<file path="src/rtl/apb_master_pkg.sv">
// Shared types and helpers for the APB command master and its watchdog.
package apb_master_pkg;

    // Transfer sequencing states of the APB initiator.
    typedef enum logic [1:0] {
        IDLE   = 2'd0,
        SETUP  = 2'd1,
        ACCESS = 2'd2,
        RESP   = 2'd3
    } apb_state_e;

    // APB phase encodings as {PSEL, PENABLE}.
    localparam logic [1:0] PHASE_IDLE   = 2'b00;
    localparam logic [1:0] PHASE_SETUP  = 2'b10;
    localparam logic [1:0] PHASE_ACCESS = 2'b11;

    // Watchdog counter width: enough bits to hold TIMEOUT_CYCLES, at least 1.
    function automatic int wd_cnt_width(input int timeout_cycles);
        return (timeout_cycles < 1) ? 1 : $clog2(timeout_cycles + 1);
    endfunction

endpackage : apb_master_pkg

</file>
<file path="src/rtl/apb_watchdog.sv">
// Saturating loadable up/down counter with clear and an expire flag.
// expire_o is high while the count sits at LIMIT-1; LIMIT=0 never expires.
module apb_watchdog
    import apb_master_pkg::*;
#(
    parameter int LIMIT = 255,
    parameter int WIDTH = wd_cnt_width(LIMIT)
) (
    input  logic             clk_i,
    input  logic             rst_ni,
    input  logic             clear_i,
    input  logic             load_i,
    input  logic [WIDTH-1:0] load_val_i,
    input  logic             en_i,
    input  logic             down_i,
    output logic             expire_o
);

    localparam logic [WIDTH-1:0] CNT_MAX = '1;
    localparam logic [WIDTH-1:0] CNT_ONE = WIDTH'(1);
    localparam logic [WIDTH-1:0] LAST    = WIDTH'((LIMIT == 0) ? 0 : LIMIT - 1);

    logic [WIDTH-1:0] count_q, count_d;

    // Next count: clear beats load beats count; both directions saturate.
    always_comb begin
        // NOTE: every always_comb output gets a default first so no path can infer a latch.
        count_d = count_q;
        if (clear_i) begin
            count_d = '0;
        end else if (load_i) begin
            count_d = load_val_i;
        end else if (en_i) begin
            if (down_i) begin
                if (count_q != '0) count_d = count_q - CNT_ONE;
            end else begin
                if (count_q != CNT_MAX) count_d = count_q + CNT_ONE;
            end
        end
    end

    // Count register.
    always_ff @(posedge clk_i or negedge rst_ni) begin
        // NOTE: sequential state uses non-blocking assignments so all flops update together.
        if (!rst_ni) count_q <= '0;
        else         count_q <= count_d;
    end

    assign expire_o = (LIMIT != 0) && (count_q == LAST);

endmodule : apb_watchdog

</file>
<file path="src/rtl/apb_cmd_master.sv">
// APB3 initiator: turns a valid/ready command stream into single APB3
// transfers and returns read data / error status on a response stream.
// A PREADY watchdog keeps a hung slave from stalling the requester.
module apb_cmd_master
    import apb_master_pkg::*;
#(
    parameter int ADDR_WIDTH     = 8,
    parameter int DATA_WIDTH     = 32,
    parameter int TIMEOUT_CYCLES = 255
) (
    input  logic                  PCLK,
    input  logic                  PRESETN,
    input  logic                  cmd_valid,
    output logic                  cmd_ready,
    input  logic                  cmd_write,
    input  logic [ADDR_WIDTH-1:0] cmd_addr,
    input  logic [DATA_WIDTH-1:0] cmd_wdata,
    output logic                  rsp_valid,
    input  logic                  rsp_ready,
    output logic [DATA_WIDTH-1:0] rsp_rdata,
    output logic                  rsp_err,
    output logic                  rsp_timeout,
    output logic                  PSEL,
    output logic                  PENABLE,
    output logic                  PWRITE,
    output logic [ADDR_WIDTH-1:0] PADDR,
    output logic [DATA_WIDTH-1:0] PWDATA,
    input  logic [DATA_WIDTH-1:0] PRDATA,
    input  logic                  PREADY,
    input  logic                  PSLVERR
);

    localparam int WD_W = wd_cnt_width(TIMEOUT_CYCLES);

    apb_state_e            state_q, state_d;
    logic                  psel_q, psel_d;
    logic                  penable_q, penable_d;
    logic                  pwrite_q, pwrite_d;
    logic [ADDR_WIDTH-1:0] paddr_q, paddr_d;
    logic [DATA_WIDTH-1:0] pwdata_q, pwdata_d;
    logic                  rsp_valid_q, rsp_valid_d;
    logic [DATA_WIDTH-1:0] rsp_rdata_q, rsp_rdata_d;
    logic                  rsp_err_q, rsp_err_d;
    logic                  rsp_timeout_q, rsp_timeout_d;

    logic wd_clear;
    logic wd_en;
    logic wd_expire;

    apb_watchdog #(
        .LIMIT (TIMEOUT_CYCLES),
        .WIDTH (WD_W)
    ) u_watchdog (
        .clk_i      (PCLK),
        .rst_ni     (PRESETN),
        .clear_i    (wd_clear),
        .load_i     (1'b0),
        .load_val_i ('0),
        .en_i       (wd_en),
        .down_i     (1'b0),
        .expire_o   (wd_expire)
    );

    // Next-state and registered-output decode for the transfer sequencer.
    always_comb begin
        state_d       = state_q;
        psel_d        = psel_q;
        penable_d     = penable_q;
        pwrite_d      = pwrite_q;
        paddr_d       = paddr_q;
        pwdata_d      = pwdata_q;
        rsp_valid_d   = rsp_valid_q;
        rsp_rdata_d   = rsp_rdata_q;
        rsp_err_d     = rsp_err_q;
        rsp_timeout_d = rsp_timeout_q;
        wd_clear      = 1'b0;
        wd_en         = 1'b0;

        unique case (state_q)
            IDLE: begin
                if (cmd_valid) begin
                    pwrite_d            = cmd_write;
                    paddr_d             = cmd_addr;
                    pwdata_d            = cmd_wdata;
                    {psel_d, penable_d} = PHASE_SETUP;
                    state_d             = SETUP;
                end
            end
            SETUP: begin
                {psel_d, penable_d} = PHASE_ACCESS;
                wd_clear            = 1'b1;
                state_d             = ACCESS;
            end
            ACCESS: begin
                // A slave completing on the expiry cycle wins over the watchdog.
                if (PREADY) begin
                    rsp_rdata_d         = pwrite_q ? '0 : PRDATA;
                    rsp_err_d           = PSLVERR;
                    rsp_timeout_d       = 1'b0;
                    {psel_d, penable_d} = PHASE_IDLE;
                    rsp_valid_d         = 1'b1;
                    state_d             = RESP;
                end else if (wd_expire) begin
                    rsp_rdata_d         = '0;
                    rsp_err_d           = 1'b1;
                    rsp_timeout_d       = 1'b1;
                    {psel_d, penable_d} = PHASE_IDLE;
                    rsp_valid_d         = 1'b1;
                    state_d             = RESP;
                end else begin
                    wd_en = 1'b1;
                end
            end
            RESP: begin
                if (rsp_ready) begin
                    rsp_valid_d = 1'b0;
                    state_d     = IDLE;
                end
            end
            default: state_d = IDLE;
        endcase
    end

    // State and registered outputs; reset drops the bus and discards any response.
    always_ff @(posedge PCLK or negedge PRESETN) begin
        if (!PRESETN) begin
            state_q       <= IDLE;
            psel_q        <= 1'b0;
            penable_q     <= 1'b0;
            pwrite_q      <= 1'b0;
            paddr_q       <= '0;
            pwdata_q      <= '0;
            rsp_valid_q   <= 1'b0;
            rsp_rdata_q   <= '0;
            rsp_err_q     <= 1'b0;
            rsp_timeout_q <= 1'b0;
        end else begin
            state_q       <= state_d;
            psel_q        <= psel_d;
            penable_q     <= penable_d;
            pwrite_q      <= pwrite_d;
            paddr_q       <= paddr_d;
            pwdata_q      <= pwdata_d;
            rsp_valid_q   <= rsp_valid_d;
            rsp_rdata_q   <= rsp_rdata_d;
            rsp_err_q     <= rsp_err_d;
            rsp_timeout_q <= rsp_timeout_d;
        end
    end

    assign cmd_ready   = (state_q == IDLE);
    assign PSEL        = psel_q;
    assign PENABLE     = penable_q;
    assign PWRITE      = pwrite_q;
    assign PADDR       = paddr_q;
    assign PWDATA      = pwdata_q;
    assign rsp_valid   = rsp_valid_q;
    assign rsp_rdata   = rsp_rdata_q;
    assign rsp_err     = rsp_err_q;
    assign rsp_timeout = rsp_timeout_q;

endmodule : apb_cmd_master

</file>
<file path="config.mk">
export PLATFORM = sky130hd
export DESIGN_NAME = apb_cmd_master
export DESIGN_NICKNAME = d
export VERILOG_FILES = /design/src/rtl/apb_master_pkg.sv /design/src/rtl/apb_watchdog.sv /design/src/rtl/apb_cmd_master.sv
export SDC_FILE = /design/constraint.sdc
export NUM_CORES = 1
export LEC_CHECK = 0
export CELL_PAD_IN_SITES_DETAIL_PLACEMENT = 1
export CELL_PAD_IN_SITES_GLOBAL_PLACEMENT = 2
export CORE_UTILIZATION = 29
export CTS_CLUSTER_SIZE = 16
export DETAILED_ROUTE_END_ITERATION = 8
export GPL_TIMING_DRIVEN = 0
export PLACE_DENSITY_LB_ADDON = 0.1
export SLEW_MARGIN = 0
export SYNTH_ARGS = -nofsm -noshare
export SYNTH_HDL_FRONTEND = slang
export SYNTH_SLANG_ARGS = --single-unit
</file>
<file path="constraint.sdc">
create_clock -name PCLK -period 3.4 [get_ports PCLK]
set_input_delay 0.85 -clock PCLK [delete_from_list [all_inputs] [get_ports PCLK]]
set_output_delay 0.85 -clock PCLK [all_outputs]
set_load 0.01 [all_outputs]
</file>
==> results.toml <==
[logic_synthesis]
syn-num-nets = 406
synth_edf_count = 0
synth_top_cell_by_area = "dfrtp_1"
synth_warnings = 0
seq_area_frac_synth_pct = 56.1
synth_cell_type_count = 41
synth_top_area_share_pct = 56.1
syn-mean-instance-area_um2 = 12.3
syn_area_mm2 = 0.00392
synth-main-ff-cell = "dfrtp_1"
synthTopCellsByArea = "dfrtp_1 (56%), mux2_2 (12%), nand3_2 (7.7%), nand2_1 (6.6%), ha_1 (2.6%)"
netlist_instances = 319
synth-seq-cells = 88
async_flop_share_pct = 100

[timing]
rsz0062_at_grt = "false"
final.setup_skew_ns = 0.0128
worst_pin_slew_ns = 0.461
setup_violations = 0
max_freq_ghz = 0.394
fin_crit_sh_pct = 74.7
hold_ws_ns = 0.413
max_slew_margin_pct = 69.0
period_minus_slack_ns = 2.54
finalHoldViolations = 0
drv_slew = 0
setup-tns-final_ns = 0

[worst_setup_path]
arrival_ns = 1.69
r2r_slack_ns = 1.48
crit_type = "reg2out"
rr_startpoint = "state_q[0]"
startpoint_type = "register"
r2r_end = "rsp_rdata[27]"
critPathRequiredTime_ns = 2.55
ff2ff_path_depth = 8
worstPathMaxFanout = 5
end_kind = "primary output"

[cts]
cts.clk_slew.worst_paths_ns = 0.06
clk_latency_ns = 0.35
clk_path_buf_depth = 2
post-cts-setup-buffer-count = 0
cts_sinks = 88
htree_levels = 3
cts_root_buffer = "clkbuf_16"
cts_tree = "built"
cts_resized = 0
numCtsBuffers = 9
ctsHoldBuffers = 0

[layout]
n_antenna_cell = 0
fin_nets = 574
final_common_cell = "clkdlybuf4s50_1"
drive_above_1_share_pct = 23.0
syn_to_final_growth_pct = 53.6
fill_cells = 1461
finish.instance_area_mm2 = 0.00602
final_cell_mix = "clkdlybuf4s50_1 (155), dfrtp_1 (88), nand2_1 (69)"

[floorplanning]
pin_count = 158
core_area_mm2 = 0.0132
rows = 42
dieHeight_um = 118
start_util_pct = 29.6
fp.dieArea_mm2 = 0.0140
die_x_um = 118

[route]
antenna_left = 0
finalWirelength_um = 9970
vias = 2918
first_pass_iters = 4
drcViolationCount = 0
drtIter0Drc = 93
routedWlPerCell_um = 14.9
vias_per_cell = 4.37

[grt]
grt_most_used_layer = "met2"
grt_max_degree = 63
grt.met3_usage_pct = 5.60
met2_usage_pct = 23.9
antenna_found_initial = 0
grt_overflow = 0
grt_pass1_wl_um = 17100
gr-usage-met1_pct = 20.2
grt_usage_pct = 15.9
grt_pass1_vias = 3134

[placement]
gp_congestion = 0.705
port_buffers = 156
dp.final_hpwl_um = 7290
place_area_mm2 = 0.00573

[pwr]
leakage_uw = 0.00260
vdd_drop_max_mv = 0.235
finalPower_uw = 4630
p_per_area_mw_per_mm2 = 768

[run_status]
status = "finished clean"

[worst_hold_path]
hp-class = "in2async"

[job]
maxCapViolations = 0
## Yosys cell counts (all sizes together) (2+ instances only)
cell and instances:
dfrtp 88, nand2 69, mux2 43, nand3 32, buf 18, nor2 10, ha 8, inv 8
o21ai 7, a21oi 5, xnor2 3, a31oi 2, and2 2, nand2b 2, nor3 2, o2111ai 2
xor2 2
## state kept, by name, indices dropped and copies added (netlist names)
signal / flops
PADDR: 8
rsp_timeout: 1
PENABLE: 1
rsp_err: 1
PWRITE: 1
rsp_rdata: 32
rsp_valid: 1
u_watchdog.count_q: 8
PWDATA: 32
PSEL: 1
state_q: 2
## how the worst max path moves through the flow
stage / to / depth (start not counted) / slack (ns) / startpoint
floorplan: state_q[1] / 5 / 1.48 / PREADY
global placement: rsp_rdata[15] / 1 / -2.07 / PRESETN
detailed placement: PWDATA[7] / 4 / 1.17 / cmd_valid
CTS: cmd_ready / 3 / 0.82 / state_q[0]
global route: cmd_ready / 3 / 0.75 / state_q[0]
finish: cmd_ready / 3 / 0.86 / state_q[0]
## report_power, final
group	internal, uW	switching, uW	total (uW)	leakage, uW
clock network	539	433	972	0.000138
logic	1150	859	2010	0.00136
registers	1440	204	1640	0.00111
## layer usage
metal | vias up | wire length (um)
li1 | 1408 | -
met1 | 1386 | 4440
met2 | 111 | 4490
met3 | 13 | 833
met4 | 0 | 208
met5 | - | 0
## final cells by class
cell class | count | area (um^2) | area share (%)
clock buffer | 11 | 253 | 4.20
multi-input combinational | 204 | 1540 | 25.6
inverter | 8 | 30.0 | 0.499
tap | 176 | 220 | 3.66
timing repair buffer | 157 | 1590 | 26.3
sequential | 88 | 2200 | 36.6
buffer | 19 | 151 | 2.51
clock inverter | 5 | 41.3 | 0.686
## metrics by stage
stage | worst slack, ns | utilization, % | cells
after global routing | 0.752 | 45.5 | 668
after CTS | 0.817 | 45.5 | 668
after detailed placement | 1.17 | 43.3 | 652
final | 0.861 | 45.5 | 668
after floorplan | 1.48 | - | 319
after global placement | -2.07 | 43.1 | 651
## worst max-delay path, cell delays in order, from the launching register on
cell	delay [ns]
dfrtp_1	0.43
inv_1	0.13
ha_1	0.21
clkdlybuf4s50_1	0.57
## kinds of logic (layout without fill, tap and decap cells)
family                     count (synthesis)  after routing  share of synthesized area (%)
DFF                                       88             88                           56.1
xor gates and xnor gates                   5              5                           1.12
adders and majority gates                  8              8                           2.55
AOI/OAI and AO/OA                         22             22                           4.78
buffers and inverters                     27            200                           4.63
muxes                                     43             43                           12.3
and+or+nand+nor                          126            126                           18.4
No activity file was read; power rests on OpenSTA's default activity.
